### src/rtl/pipeline_elastic_buffer_pkg.sv
// Shared helpers for the elastic buffer: width calculation and parameter sanity check.
package pipeline_pkg;

  // Bit width needed to hold values 0..n-1, never less than one bit.
  function automatic int clog2_min1(input int n);
    int r;
    r = 0;
    while ((1 << r) < n) r = r + 1;
    if (r < 1) r = 1;
    return r;
  endfunction

  function automatic bit params_valid(input int depth, input int width);
    return (depth >= 1) && (width >= 1);
  endfunction

endpackage

### src/rtl/pipeline_elastic_buffer.sv
// Elastic valid/backpressure buffer: circular store of Depth tokens with optional
// zero-latency bypass when empty, synchronous flush and an occupancy count.
module pipeline_elastic_buffer
  import pipeline_pkg::*;
#(
  parameter string Name   = "",
  parameter int    Width  = 8,
  parameter int    Depth  = 2,
  parameter int    Bypass = 0,
  localparam int   PW     = clog2_min1(Depth),
  localparam int   CW     = clog2_min1(Depth + 1)
) (
  input  logic             clk,
  input  logic             reset,
  input  logic [Width-1:0] d,
  input  logic             d_valid,
  output logic             d_bp,
  output logic [Width-1:0] q,
  output logic             q_valid,
  input  logic             q_bp,
  input  logic             flush,
  output logic [CW-1:0]    count
);

  localparam bit ParamsOk = params_valid(Depth, Width);

  if (!ParamsOk) begin : g_param_guard
    $error("%s: Depth and Width must both be at least 1", Name);
  end

  logic [Width-1:0] data_q [Depth];
  logic [PW-1:0]    rp_q, rp_d;
  logic [PW-1:0]    wp_q, wp_d;
  logic [CW-1:0]    count_q, count_d;
  logic             full, empty, bypass_now, accept, push, pop;

  // Explicit wrap so non-power-of-two depths work.
  function automatic logic [PW-1:0] ptr_inc(input logic [PW-1:0] p);
    return (p == PW'(Depth - 1)) ? '0 : p + 1'b1;
  endfunction

  always_comb begin
    full       = (count_q == CW'(Depth));
    empty      = (count_q == '0);
    bypass_now = (Bypass != 0) && empty;
    d_bp       = full || flush || reset;
    accept     = d_valid && !d_bp;

    if (bypass_now) begin
      q       = d;
      q_valid = d_valid && !flush && !reset;
    end else begin
      q       = data_q[rp_q];
      q_valid = !empty && !flush && !reset;
    end

    // A bypassed token that leaves immediately is never written to storage.
    push = accept && !(bypass_now && !q_bp);
    pop  = !bypass_now && q_valid && !q_bp;

    rp_d    = rp_q;
    wp_d    = wp_q;
    count_d = count_q;

    if (flush) begin
      rp_d    = '0;
      wp_d    = '0;
      count_d = '0;
    end else begin
      if (push) wp_d = ptr_inc(wp_q);
      if (pop)  rp_d = ptr_inc(rp_q);
      unique case ({push, pop})
        2'b10:   count_d = count_q + 1'b1;
        2'b01:   count_d = count_q - 1'b1;
        default: count_d = count_q;
      endcase
    end
  end

  always_ff @(posedge clk) begin
    if (reset) begin
      rp_q    <= '0;
      wp_q    <= '0;
      count_q <= '0;
    end else begin
      rp_q    <= rp_d;
      wp_q    <= wp_d;
      count_q <= count_d;
    end
  end

  // Storage is never reset; a slot only matters once it has been written.
  always_ff @(posedge clk) begin
    if (push) data_q[wp_q] <= d;
  end

  assign count = count_q;

endmodule

### config.mk
export PLATFORM = sky130hd
export DESIGN_NAME = pipeline_elastic_buffer
export DESIGN_NICKNAME = d
export VERILOG_FILES = /design/src/rtl/pipeline_elastic_buffer_pkg.sv /design/src/rtl/pipeline_elastic_buffer.sv
export SDC_FILE = /design/constraint.sdc
export NUM_CORES = 1
export LEC_CHECK = 0
export CELL_PAD_IN_SITES_DETAIL_PLACEMENT = 1
export CELL_PAD_IN_SITES_GLOBAL_PLACEMENT = 1
export CORE_MARGIN = 4
export CORE_UTILIZATION = 35
export DETAILED_ROUTE_END_ITERATION = 16
export HOLD_SLACK_MARGIN = 0.03
export PLACE_DENSITY = 0.85
export REMOVE_ABC_BUFFERS = 1
export SETUP_SLACK_MARGIN = 0.05
export SYNTH_ARGS = -nofsm -noshare
export SYNTH_HDL_FRONTEND = slang
export SYNTH_SLANG_ARGS = --single-unit
### constraint.sdc
create_clock -name clk -period 2.43 [get_ports clk]
set_input_delay 0.486 -clock clk [delete_from_list [all_inputs] [get_ports clk]]
set_output_delay 0.486 -clock clk [all_outputs]
set_load 0.01 [all_outputs]
* Yosys cells after proc, flatten, opt, wreduce, memory -nomap -nowiden
Memory sizes are Yosys's and may differ from the RTL's. A register that Yosys moved wholly into a read port is not among the register bits. Cells that the tools add are included.
Storage, ports and cells: input bits 13, word-level logic and storage cells 32, RAM bits 16, output and inout port bits 12, memories kept 1, register bits after elaboration 4
Memories:
- data_q | depth 2, width 8, read ports 1, clocked after memory_dff 1, wr ports 1, line pipeline_elastic_buffer.sv:31 | logic [Width-1:0] data_q [Depth];
Cells by class: $add $sub $neg 4, reductions and logical operators 14, muxes and demuxes 7, equal/unequal tests 3
Operators by type and width (count):
- 2-to-1 mux 1 bit | 6
- logical NOT 1 bit | 5
- == test 2 bit, second input constant | 2
- logical AND 1 bit | 4
- case mux 2 bit (2 select lines) | 1
- adder 1 bit, second input constant | 2
- adder 2 x 1 -> 2 bit, second input constant | 1
- == test 2 x 1 -> 1 bit, second input constant | 1
- logical NOT 2 bit | 1
- logical OR 1 bit | 2
- nonzero test 2 bit | 1
- OR reduction 2 bit | 1
- subtractor 2 x 1 -> 2 bit, second input constant | 1

* Longest topological paths before layout
depth in word-level cells 7, depth in mapped cells 7, mapped depth without buffers 6

* Worst setup path before layout
No wires, ideal clock.
path kind in2reg, start input port flush, end register count_q[1] (netlist: count[1]), setup slack 0.513 ns, stages 6, buffers on the path 1, data required time 2.360 ns, library setup time 0.070 ns, arrival time 1.847 ns, cell sequence or2_2 clkbuf_1 nor3_1 ha_1 or3_1 a21oi_1
Between the ends: word-level cells in the longest chain between the ends 6, elaborated cells between the ends (all ways) 13, those cells by class 2 x eq/ne; 1 x mux; 10 x reduce/logical
RTL lines:
- from (decl) | line pipeline_elastic_buffer.sv:21 | input logic flush,
- logical NOT 1 bit * | line pipeline_elastic_buffer.sv:54 | q_valid = !empty && !flush && !reset;
- logical AND 1 bit * (2 in series) | line pipeline_elastic_buffer.sv:54
- logical AND 1 bit * | line pipeline_elastic_buffer.sv:59 | pop = !bypass_now && q_valid && !q_bp;
- net pop | line pipeline_elastic_buffer.sv:35 | logic full, empty, bypass_now, accept, push, pop;
- == test 2 x 1 -> 1 bit or == test 2 bit (tied branches) | line pipeline_elastic_buffer.sv:72 | unique case ({push, pop})
- case mux 2 bit (2 select lines) or nonzero test 2 bit (tied branches)
- to (signal assigned) | line pipeline_elastic_buffer.sv:88 | count_q <= count_d;
- to (decl) | line pipeline_elastic_buffer.sv:34 | logic [CW-1:0] count_q, count_d;
Mark *: on every way through the listed nets, which the timed path passes. The rest lies on a longest branch. A chain may end at the register's enable or synchronous reset.

==> summary.txt <==
Status
  – Status: finished clean

Clock tree
  – Sink Count: 21
  – CTS buffer count: 3
  – Clock Latency Late Sink: slightly below 300 ps
  – Post-CTS Setup Bufs: 0
  – # hold bufs at CTS: 0
  – Htree depth: 1
  – CTS max path bufs: 2
  – CTS Root Cell: clkbuf_4
  – PostCTS Resize Cnt: 0
  – Clock transition at path regs: about 100 ps
  – TritonCTS clock tree: yes

STA
  – Worst clock skew: around 5.4 ps
  – Relative slew slack: about 76%
  – Setup_tns: 0 ps
  – Worst Tran Pin Value: roughly 360 ps
  – Period utilization: around nine tenths
  – Tmin final: around 2200 ps
  – Pins Over Slew Limit: 0
  – RSZ-0062 raised after global routing: no
  – Post-route setup slack: approximately 240 ps
  – Final setup viols: 0
  – Highest clock rate: roughly 460 MHz
  – Final Hold Fails: 0

Synth
  – Mapped Area: 817 sq um
  – Cell taking the most area after synthesis: edfxtp_1
  – Share of the synthesized area in the top cell type: around three fifths
  – Cells after Synth: 56
  – Sequential element share of the synthesized area: 71.1%
  – Yosys cell types: 19
  – Yosys warns: 0
  – Syn_area_per_cell: 14.6 sq um
  – Largest cells by area after synthesis: edfxtp_1 (59%), dfxtp_1 (12%), mux2_2 (11%)
  – Yosys reg bits: 21

Power and ir drop
  – Leakage: around 0.40 nW
  – Peak supply drop: 0.217 mV
  – Power Density: ~530 nW/um^2
  – PnR Total Power: between 600 and 700 uW

Die
  – Initial Util: 36.9%
  – Core area: between 2000 and 2500 sq um
  – Die Span Y: 56.3 um
  – I/O pin cnt: 25
  – Horiz. Die Dim: roughly 56 um
  – Cell row count: 17
  – Die ar.: ~3200 sq um

Placed design
  – HPWL Detailed: between 1000 and 1500 um
  – Placer's final routability congestion estimate: about 0.64
  – Post-Place Cells: 109
  – IO Port Bufs: 24
  – Place WS: about 63 ps

Routing
  – Drt drc: 0
  – Routed wire length: 1500 um
  – Routed vias: about 530
  – Routed vias/inst: approximately 4.7
  – Drt initial violations: 2
  – DR WL/cell: between 10 and 15 um
  – TritonRoute pass-1 iters: 2
  – Routed Antenna Nets: 0

Final layout
  – Area growth syn-to-layout: 38.9%
  – Layout cells sized above 1: approximately 18%
  – Area of the multi-input gates: 224 sq um
  – FF/Latch Area: between 500 and 600 sq um
  – Fill cells: roughly 250
  – Fin nets: 100
  – Diode count: 0
  – Fin cells: 113
  – Utilization after layout: about half

GRT
  – Initial antenna violation count: 0
  – Vias in the first global route: roughly 540
  – First-pass GRT wire length: roughly 2500 um
  – Largest net degree at the start of global routing: 12
  – Grt ovf: 0
  – Gr usage total: about a tenth

Setup path
  – Critical Path AT: about 1700 ps
  – Worst Setup End Kind: primary output
  – R2R Path Start: count[0]$_SDFFE_PP0P_
  – Buf+Inv Stages, Crit Path: 1
  – Critical path required time: around 1900 ps
  – Critical path's top delay family: flip-flops
  – Startpoint types: flip-flop
  – Worst path slowest cell: dfxtp_1
  – Crit path kind: reg2out
  – Worst path max stage delay: 550 ps
  – Worst Path Max Fanout: 8
  – Worst-path cell chain: mux2_2 > clkdlybuf4s50_1

Worst hold path
  – Hold crit path type: reg2reg
  – Hold Startpoint: rp_q$_SDFFE_PP0P_

Job
  – # Max-Cap Violations: 0
[layer usage]
layer | track usage [%] | part of all wire, %
met4 | 5.08 | 1.4
met2 | 16.5 | 48
met3 | 3.22 | 6.7
met1 | 12.7 | 44
met5 | 0 | 0
[logic make-up (layout without fill, tap and decap cells)]
kind of cell | count (synthesis) | count (layout) | synth area share (%)
xor gates and xnor gates | 2 | 2 | 2.14
muxes | 8 | 8 | 11.0
adders and majority gates | 1 | 1 | 1.53
and+or+nand+nor | 14 | 14 | 8.12
DFF | 21 | 21 | 71.1
AOI/OAI and AO/OA | 7 | 7 | 4.59
buffers and inverters | 3 | 32 | 1.53
[final cells by class]
cell class / count / share of cell area (%)
flip-flops and latches: 21 / 51.2
repair buffers: 27 / 23.4
multi-input cells: 32 / 19.7
well taps: 28 / 3.09
clock buffers: 4 / 2.32
inverters: 1 / 0.331
[cell usage after synthesis]
master / number
nand3_1: 2
edfxtp_1: 16
a21o_1: 1
nand2_1: 1
buf_2: 1
nor3_1: 1
nand2b_1: 1
dfxtp_1: 5
xnor2_1: 1
xor2_1: 1
ha_1: 1
or3_1: 2
mux2_2: 8
inv_1: 1
a21oi_1: 4
nor2_1: 6
or2_2: 1
clkbuf_1: 1
o21ai_0: 2
[per-stage QoR]
stage	hold slack, ps	area (sq um)
floorplan	480	808
global placement	492	1110
detailed placement	509	1110
CTS	526	1130
global route	567	1130
finish	522	1130
[tightest hold or removal path: stages, from the launching register on]
cell and delay (ps):
dfxtp_1 320, o21ai_0 100, a21oi_1 70
[worst paths after layout]
path	endpoint	slack, ps	cells past startpoint
min	rp_q$_SDFFE_PP0P_	520	2
min reg2reg	rp_q$_SDFFE_PP0P_	520	2
max reg2reg	count[1]$_SDFFE_PP0P_	690	5
max	q[5]	240	2
[flip-flops by register name, indices dropped and copies added, names as in the netlist, named ones only]
name / count
rp_q: 1
count: 2
wp_q: 1
data_q: 16
[power by group]
group	total [mW]	leakage, nW	internal (mW)	switching [mW]
registers	0.395	0.186	0.392	0.00244
clock network	0.156	0.0150	0.0638	0.0926
logic	0.0550	0.197	0.0348	0.0203
total	0.606	0.398	0.491	0.115
[layout by cell type (no fill, tap or decap), drive strengths merged]
cell and n:
a21o 1, a21oi 4, buf 3, clkbuf 4, clkdlybuf4s50 23, dfxtp 5
dlymetal6s2s 1, edfxtp 16, ha 1, inv 1, mux2 8, nand2 1
nand2b 1, nand3 2, nor2 6, nor3 1, o21ai 2, or2 1
or3 2, xnor2 1, xor2 1
(Power assumes the default switching activity.)
